[src/rtl/record_fifo_if.sv]
// rtl/record_fifo_if.sv - word-in / record-out handshake and status bundle for record_fifo
interface record_fifo_if #(
  parameter int WordSize = 8,
  parameter int RecordWords = 16,
  parameter int Depth = 8
);
  localparam int RecordSizeBits = WordSize * RecordWords;
  localparam int StoragePosSize = $clog2(Depth * RecordWords);

  logic                      in_valid;
  logic [WordSize-1:0]       in_data;
  logic                      in_ready;
  logic                      flush;
  logic                      out_valid;
  logic [RecordSizeBits-1:0] out_data;
  logic                      out_ready;
  logic [StoragePosSize:0]   word_count;
  logic [$clog2(Depth):0]    record_count;
  logic                      almost_full;
  logic                      overrun;

  modport slave (
    input  in_valid, in_data, flush, out_ready,
    output in_ready, out_valid, out_data, word_count, record_count, almost_full, overrun
  );

  modport master (
    output in_valid, in_data, flush, out_ready,
    input  in_ready, out_valid, out_data, word_count, record_count, almost_full, overrun
  );
endinterface

[src/rtl/record_fifo.sv]
// rtl/record_fifo.sv - assembles RecordWords input words into records behind a registered output stage
// Optional sticky write-while-full flag enabled by RECORD_FIFO_OVERRUN_EN.
module record_fifo #(
  parameter int WordSize = 8,
  parameter int RecordWords = 16,
  parameter int Depth = 8,
  parameter int AlmostFullRecords = Depth - 1
) (
  input  logic         clk,
  input  logic         rst_n,
  record_fifo_if.slave bus
);
  localparam int RecordSizeBits = WordSize * RecordWords;
  localparam int StorageSize = Depth * RecordWords;
  localparam int StoragePosSize = $clog2(StorageSize);
  localparam int PtrW = StoragePosSize + 1;
  localparam int RecShift = $clog2(RecordWords);
  localparam int CountW = $clog2(Depth) + 1;
  localparam logic [PtrW-1:0] FullWords = PtrW'(StorageSize);
  localparam logic [PtrW-1:0] AfWords = PtrW'(AlmostFullRecords * RecordWords);
  localparam logic [PtrW-1:0] RecWords = PtrW'(RecordWords);

  logic [WordSize-1:0]       storage_q [StorageSize];
  logic [PtrW-1:0]           wp_q, wp_d, rp_q, rp_d;
  logic                      out_valid_q, out_valid_d;
  logic [RecordSizeBits-1:0] out_data_q, out_data_d, rec;
  logic [PtrW-1:0]           word_count;
  logic                      in_ready, wr_en, load;

  assign word_count = wp_q - rp_q;
  assign in_ready   = !bus.flush && (word_count != FullWords);
  assign wr_en      = bus.in_valid && in_ready;
  assign load       = (!out_valid_q || bus.out_ready) && (word_count >= RecWords);

  // rp is always record-aligned, so a record never crosses the storage wrap point
  always_comb begin
    rec = '0;
    for (int i = 0; i < RecordWords; i++) begin
      rec[i*WordSize +: WordSize] = storage_q[rp_q[StoragePosSize-1:0] + StoragePosSize'(i)];
    end
  end

  always_comb begin
    wp_d        = wp_q;
    rp_d        = rp_q;
    out_valid_d = out_valid_q;
    out_data_d  = out_data_q;
    if (bus.flush) begin
      wp_d        = '0;
      rp_d        = '0;
      out_valid_d = 1'b0;
    end else begin
      if (wr_en) begin
        wp_d = wp_q + PtrW'(1);
      end
      if (load) begin
        rp_d        = rp_q + RecWords;
        out_valid_d = 1'b1;
        out_data_d  = rec;
      end else if (out_valid_q && bus.out_ready) begin
        out_valid_d = 1'b0;
      end
    end
  end

  always_ff @(posedge clk or negedge rst_n) begin
    if (!rst_n) begin
      wp_q        <= '0;
      rp_q        <= '0;
      out_valid_q <= 1'b0;
      out_data_q  <= '0;
    end else begin
      wp_q        <= wp_d;
      rp_q        <= rp_d;
      out_valid_q <= out_valid_d;
      out_data_q  <= out_data_d;
    end
  end

  always_ff @(posedge clk) begin
    if (wr_en) begin
      storage_q[wp_q[StoragePosSize-1:0]] <= bus.in_data;
    end
  end

`ifdef RECORD_FIFO_OVERRUN_EN
  logic overrun_q, overrun_d;

  always_comb begin
    overrun_d = overrun_q;
    if (bus.flush) begin
      overrun_d = 1'b0;
    end else if (bus.in_valid && !in_ready) begin
      overrun_d = 1'b1;
    end
  end

  always_ff @(posedge clk or negedge rst_n) begin
    if (!rst_n) begin
      overrun_q <= 1'b0;
    end else begin
      overrun_q <= overrun_d;
    end
  end

  assign bus.overrun = overrun_q;
`else
  assign bus.overrun = 1'b0;
`endif

  assign bus.in_ready     = in_ready;
  assign bus.out_valid    = out_valid_q;
  assign bus.out_data     = out_data_q;
  assign bus.word_count   = word_count;
  assign bus.record_count = word_count[PtrW-1:RecShift] + CountW'(out_valid_q);
  assign bus.almost_full  = (word_count >= AfWords);
endmodule
[src/flat_wrapper.sv]
// flat-port wrapper written by rule: the top's interface ports become plain ports
module record_fifo_flat 
#(
  parameter int WordSize = 8,
  parameter int RecordWords = 16,
  parameter int Depth = 8,
  parameter int AlmostFullRecords = Depth - 1
)
  (clk, rst_n, bus_in_valid, bus_in_data, bus_flush, bus_out_ready, bus_in_ready, bus_out_valid, bus_out_data, bus_word_count, bus_record_count, bus_almost_full, bus_overrun);
  record_fifo_if #(.WordSize(WordSize), .RecordWords(RecordWords), .Depth(Depth)) bus_i ();
  input  logic clk;
  input  logic rst_n;
  input wire logic [$bits(bus_i.in_valid)-1:0] bus_in_valid;
  input wire logic [$bits(bus_i.in_data)-1:0] bus_in_data;
  input wire logic [$bits(bus_i.flush)-1:0] bus_flush;
  input wire logic [$bits(bus_i.out_ready)-1:0] bus_out_ready;
  output wire logic [$bits(bus_i.in_ready)-1:0] bus_in_ready;
  output wire logic [$bits(bus_i.out_valid)-1:0] bus_out_valid;
  output wire logic [$bits(bus_i.out_data)-1:0] bus_out_data;
  output wire logic [$bits(bus_i.word_count)-1:0] bus_word_count;
  output wire logic [$bits(bus_i.record_count)-1:0] bus_record_count;
  output wire logic [$bits(bus_i.almost_full)-1:0] bus_almost_full;
  output wire logic [$bits(bus_i.overrun)-1:0] bus_overrun;
  assign bus_i.in_valid = bus_in_valid;
  assign bus_i.in_data = bus_in_data;
  assign bus_i.flush = bus_flush;
  assign bus_i.out_ready = bus_out_ready;
  assign bus_in_ready = bus_i.in_ready;
  assign bus_out_valid = bus_i.out_valid;
  assign bus_out_data = bus_i.out_data;
  assign bus_word_count = bus_i.word_count;
  assign bus_record_count = bus_i.record_count;
  assign bus_almost_full = bus_i.almost_full;
  assign bus_overrun = bus_i.overrun;
  record_fifo #(.WordSize(WordSize), .RecordWords(RecordWords), .Depth(Depth), .AlmostFullRecords(AlmostFullRecords)) u_core (.clk(clk), .rst_n(rst_n), .bus(bus_i));
endmodule
[config.mk]
export PLATFORM = sky130hd
export DESIGN_NAME = record_fifo_flat
export DESIGN_NICKNAME = d
export VERILOG_FILES = /design/src/rtl/record_fifo_if.sv /design/src/rtl/record_fifo.sv /design/src/flat_wrapper.sv
export SDC_FILE = /design/constraint.sdc
export NUM_CORES = 1
export LEC_CHECK = 0
export CORE_MARGIN = 1
export CORE_UTILIZATION = 40
export DETAILED_ROUTE_END_ITERATION = 10
export HOLD_SLACK_MARGIN = 0.08
export PLACE_DENSITY_LB_ADDON = 0.3
export SYNTH_ARGS = -nofsm -noshare
export SYNTH_HDL_FRONTEND = slang
export SYNTH_SLANG_ARGS = --single-unit
[constraint.sdc]
create_clock -name clk -period 9.2 [get_ports clk]
set_input_delay 0.92 -clock clk [delete_from_list [all_inputs] [get_ports clk]]
set_output_delay 0.92 -clock clk [all_outputs]
set_load 0.02 [all_outputs]
==> flow_summary.yaml <==
status:
  status: "complete, no violations"
finish:
  finish.instance_area_um2: 51900
  nNetsFinal: 2411
  fin_cells: 3982
  drive_gt1_share_pct: 19.5
  area_growth_pct: 15.8
critical_path:
  worst_path_max_delay_cell: "or2_1"
  cpMostUsedCell: "nor2_1"
  cp_slowest_stage_delay_ps: 790
  startpoint_type: "flop"
  critical_path_peak_fanout: 53
  endpoint: "bus_in_ready"
  critical_path_depth: 8
  startpoint: "u_core.rp_q[6]"
  worst_ep_arrival_time_ps: 5100
  rrSetupSlack_ps: 4340
  path_cells: "clkinv_4, ha_1, o211ai_1, a21oi_1, or2_1, nor2_1, nor2_1, clkdlybuf4s50_1"
  timing.rr.end: "u_core.storage_q[54][3]"
  reg2reg_depth: 7
  worstSetupPathType: "reg2out"
  r2r_start: "u_core.rp_q[6]"
  end_kind: "primary output"
  cp_top_family: "simple AND/OR/NAND/NOR gates"
  cp_num_buf_inv: 2
  crit_required_ps: 8280
timing:
  hold_ws_ps: 332
  worst_pin_slew_ps: 1240
  slew_viol_final: 0
  fmax_mhz: 166
  setup_tns_ps: 0
  hold_violations: 0
  min_period_ps: 6020
  relSlewSlack_pct: 17.2
  rsz0062_at_grt: "no"
  setup_viol: 0
  setup_slack_ps: 3180
  finalClockSkew_ps: 23.9
  fin_crit_sh_pct: 65.4
logic_synthesis:
  ys_seq_area_share_pct: 76.4
  ys_warn_count: 0
  async_flop_share_pct: 12.1
  synthTopCellsByArea: "edfxtp_1 (69%), mux4_2 (13%), dfrtp_1 (7.9%)"
  synth.avg_cell_area_um2: 20.0
  yosysTopAreaCell: "edfxtp_1"
  syn_inst: 2241
  synth_seq_cells: 1165
  synth_edf_count: 1024
  synth_flop_cell: "edfxtp_1"
  syn_area_um2: 44900
  synth_top_area_share_pct: 68.6
  synthDistinctLibCells: 43
die:
  die_w_um: 337
  dieArea_um2: 113000
  coreArea_um2: 111000
  io_pins: 157
  num_rows: 122
  start_util_pct: 40.4
  die_h_um: 337
detailed_routing:
  vias: 21900
  drcViolationCount: 0
  wl_per_cell_um: 26.2
  first_iter_violations: 2149
  ant_nets: 0
  first_pass_iters: 5
  routed_wl_um: 104000
  vias_per_cell: 5.50
global_route:
  grt_max_degree: 185
  antenna_found_initial: 3
  grt_pass1_vias: 22700
  grt_overflow: 0
  grt_first_pass_wirelength_um: 153000
  grt_use_total_pct: 18.6
placed_design:
  gp_congestion: 0.791
  io_buffers: 155
  post-place-ws_ps: 3920
  hpwl_um: 61900
  place_inst: 3761
  dpl_cell_area_um2: 47900
clock_network:
  cts_tree: "built"
  clk_latency_ps: 690
  cts-hold-fix-buffers: 0
  clockRootBuffer: "clkbuf_16"
  cts_made_buffers: 115
  post_cts_resized: 0
  cts_setup_buffers: 0
  clock-sinks: 1165
  h-tree-depth: 3
  cts_buffer_depth: 3
  clkTransAtPathRegs_ps: 60
power:
  power.density_nw_per_um2: 301
  ir_worst_vdd_mv: 0.238
  power.leakage_uw: 0.0170
run:
  cap_violations: 0
worst_hold_path:
  min_path_type: "in2async"
==> layout by cell type, fill, tap and decap left out, types with 10 or more instances in the layout <==
| cell | n |
|---|---|
| nand3_1 | 12 |
| mux4_2 | 256 |
| clkbuf_16 | 118 |
| nor2_1 | 138 |
| a21oi_1 | 142 |
| buf_4 | 35 |
| clkinv_1 | 25 |
| mux2i_1 | 128 |
| clkdlybuf4s50_1 | 146 |
| nand2_1 | 22 |
| edfxtp_1 | 1024 |
| a31oi_1 | 128 |
| inv_1 | 10 |
| clkinv_2 | 21 |
| bufinv_16 | 22 |
| dfrtp_1 | 139 |
| clkbuf_1 | 18 |
==> kinds of logic (layout without fill, tap and decap cells) <==
| group | Yosys count | count (layout) | synth area share, % |
|---|---|---|---|
| xor gates and xnor gates | 12 | 12 | 0.234 |
| buffers and inverters | 164 | 413 | 1.52 |
| muxes | 384 | 384 | 15.7 |
| adders and majority gates | 8 | 8 | 0.223 |
| DFF | 1165 | 1165 | 76.4 |
| AOI/OAI and AO/OA | 293 | 293 | 3.76 |
| and+or+nand+nor | 214 | 214 | 2.12 |
| other | 1 | 5 | 0.00836 |
==> state kept, by name, summed over array words and instances, names as in the netlist <==
name                  cells
u_core.wp_q               8
u_core.rp_q               4
u_core.bus.out_valid      1
u_core.storage_q       1024
u_core.bus.out_data     128
==> stage by stage <==
step           util (%)  power (uW)
2_1_floorplan         -        9220
3_3_place_gp       43.2       10800
3_5_place_dp       43.2       10800
4_1_cts            46.8       15800
5_1_grt            46.8       16300
6_report           46.8       15600
==> worst min-delay path by stage <==
stage / cells after the start / end / from
4_1_cts: 1 / u_core.bus.out_data[28] / rst_n
5_1_grt: 1 / u_core.bus.out_data[28] / rst_n
6_report: 1 / u_core.bus.out_data[26] / rst_n
3_3_place_gp: 2 / u_core.bus.out_data[28] / u_core.bus.out_data[28]
2_1_floorplan: 2 / u_core.wp_q[7] / u_core.wp_q[7]
3_5_place_dp: 2 / u_core.bus.out_data[72] / u_core.bus.out_data[72]
==> synthesized netlist by cell type, drive strengths merged, types with 2 or more instances <==
master and instances:
o311ai 2, xor2 5, xnor2 7, nor3b 3
a31oi 128, nand2b 4, ha 8, dfrtp 141
clkbuf 88, mux4 256, o211ai 5, or3 7
a21oi 142, buf 65, mux2i 128, nand3 12
nand2 22, nor4 2, nor3 5, edfxtp 1024
o22ai 2, inv 10, nand4 4, nor2b 7
nor2 139, nand3b 2, o21ai 12
==> layer usage <==
layer	up-vias	GRT usage [%]	share of wire, %
li1	9490	-	-
met1	11500	26.1	43
met2	741	29.7	48
met3	128	3.37	6.9
met4	0	5.12	2.1
met5	-	0	0
==> where the power goes <==
group	internal, uW	switching (uW)
Clock	2970	1980
Combinational	1930	2340
Sequential	6070	328
Total	11000	4640
==> worst register-to-register path, stage by stage, from the launching register on <==
cell and delay, ps:
dfrtp_1 430, clkinv_4 580, ha_1 710, o211ai_1 140, a21oi_1 330, or2_1 790
o211ai_2 610, nor2_1 890
==> final cells by class <==
class                   instances  area (um^2)
diodes                          3         7.51
clock buffers                 137         3030
clock inverters                81          988
fillers                      9198        59000
inverters                      11         46.3
multi-input cells             913         9930
flip-flops and latches       1165        34300
well taps                    1488         1860
repair buffers                184         1780
(Power assumes the default switching activity.)
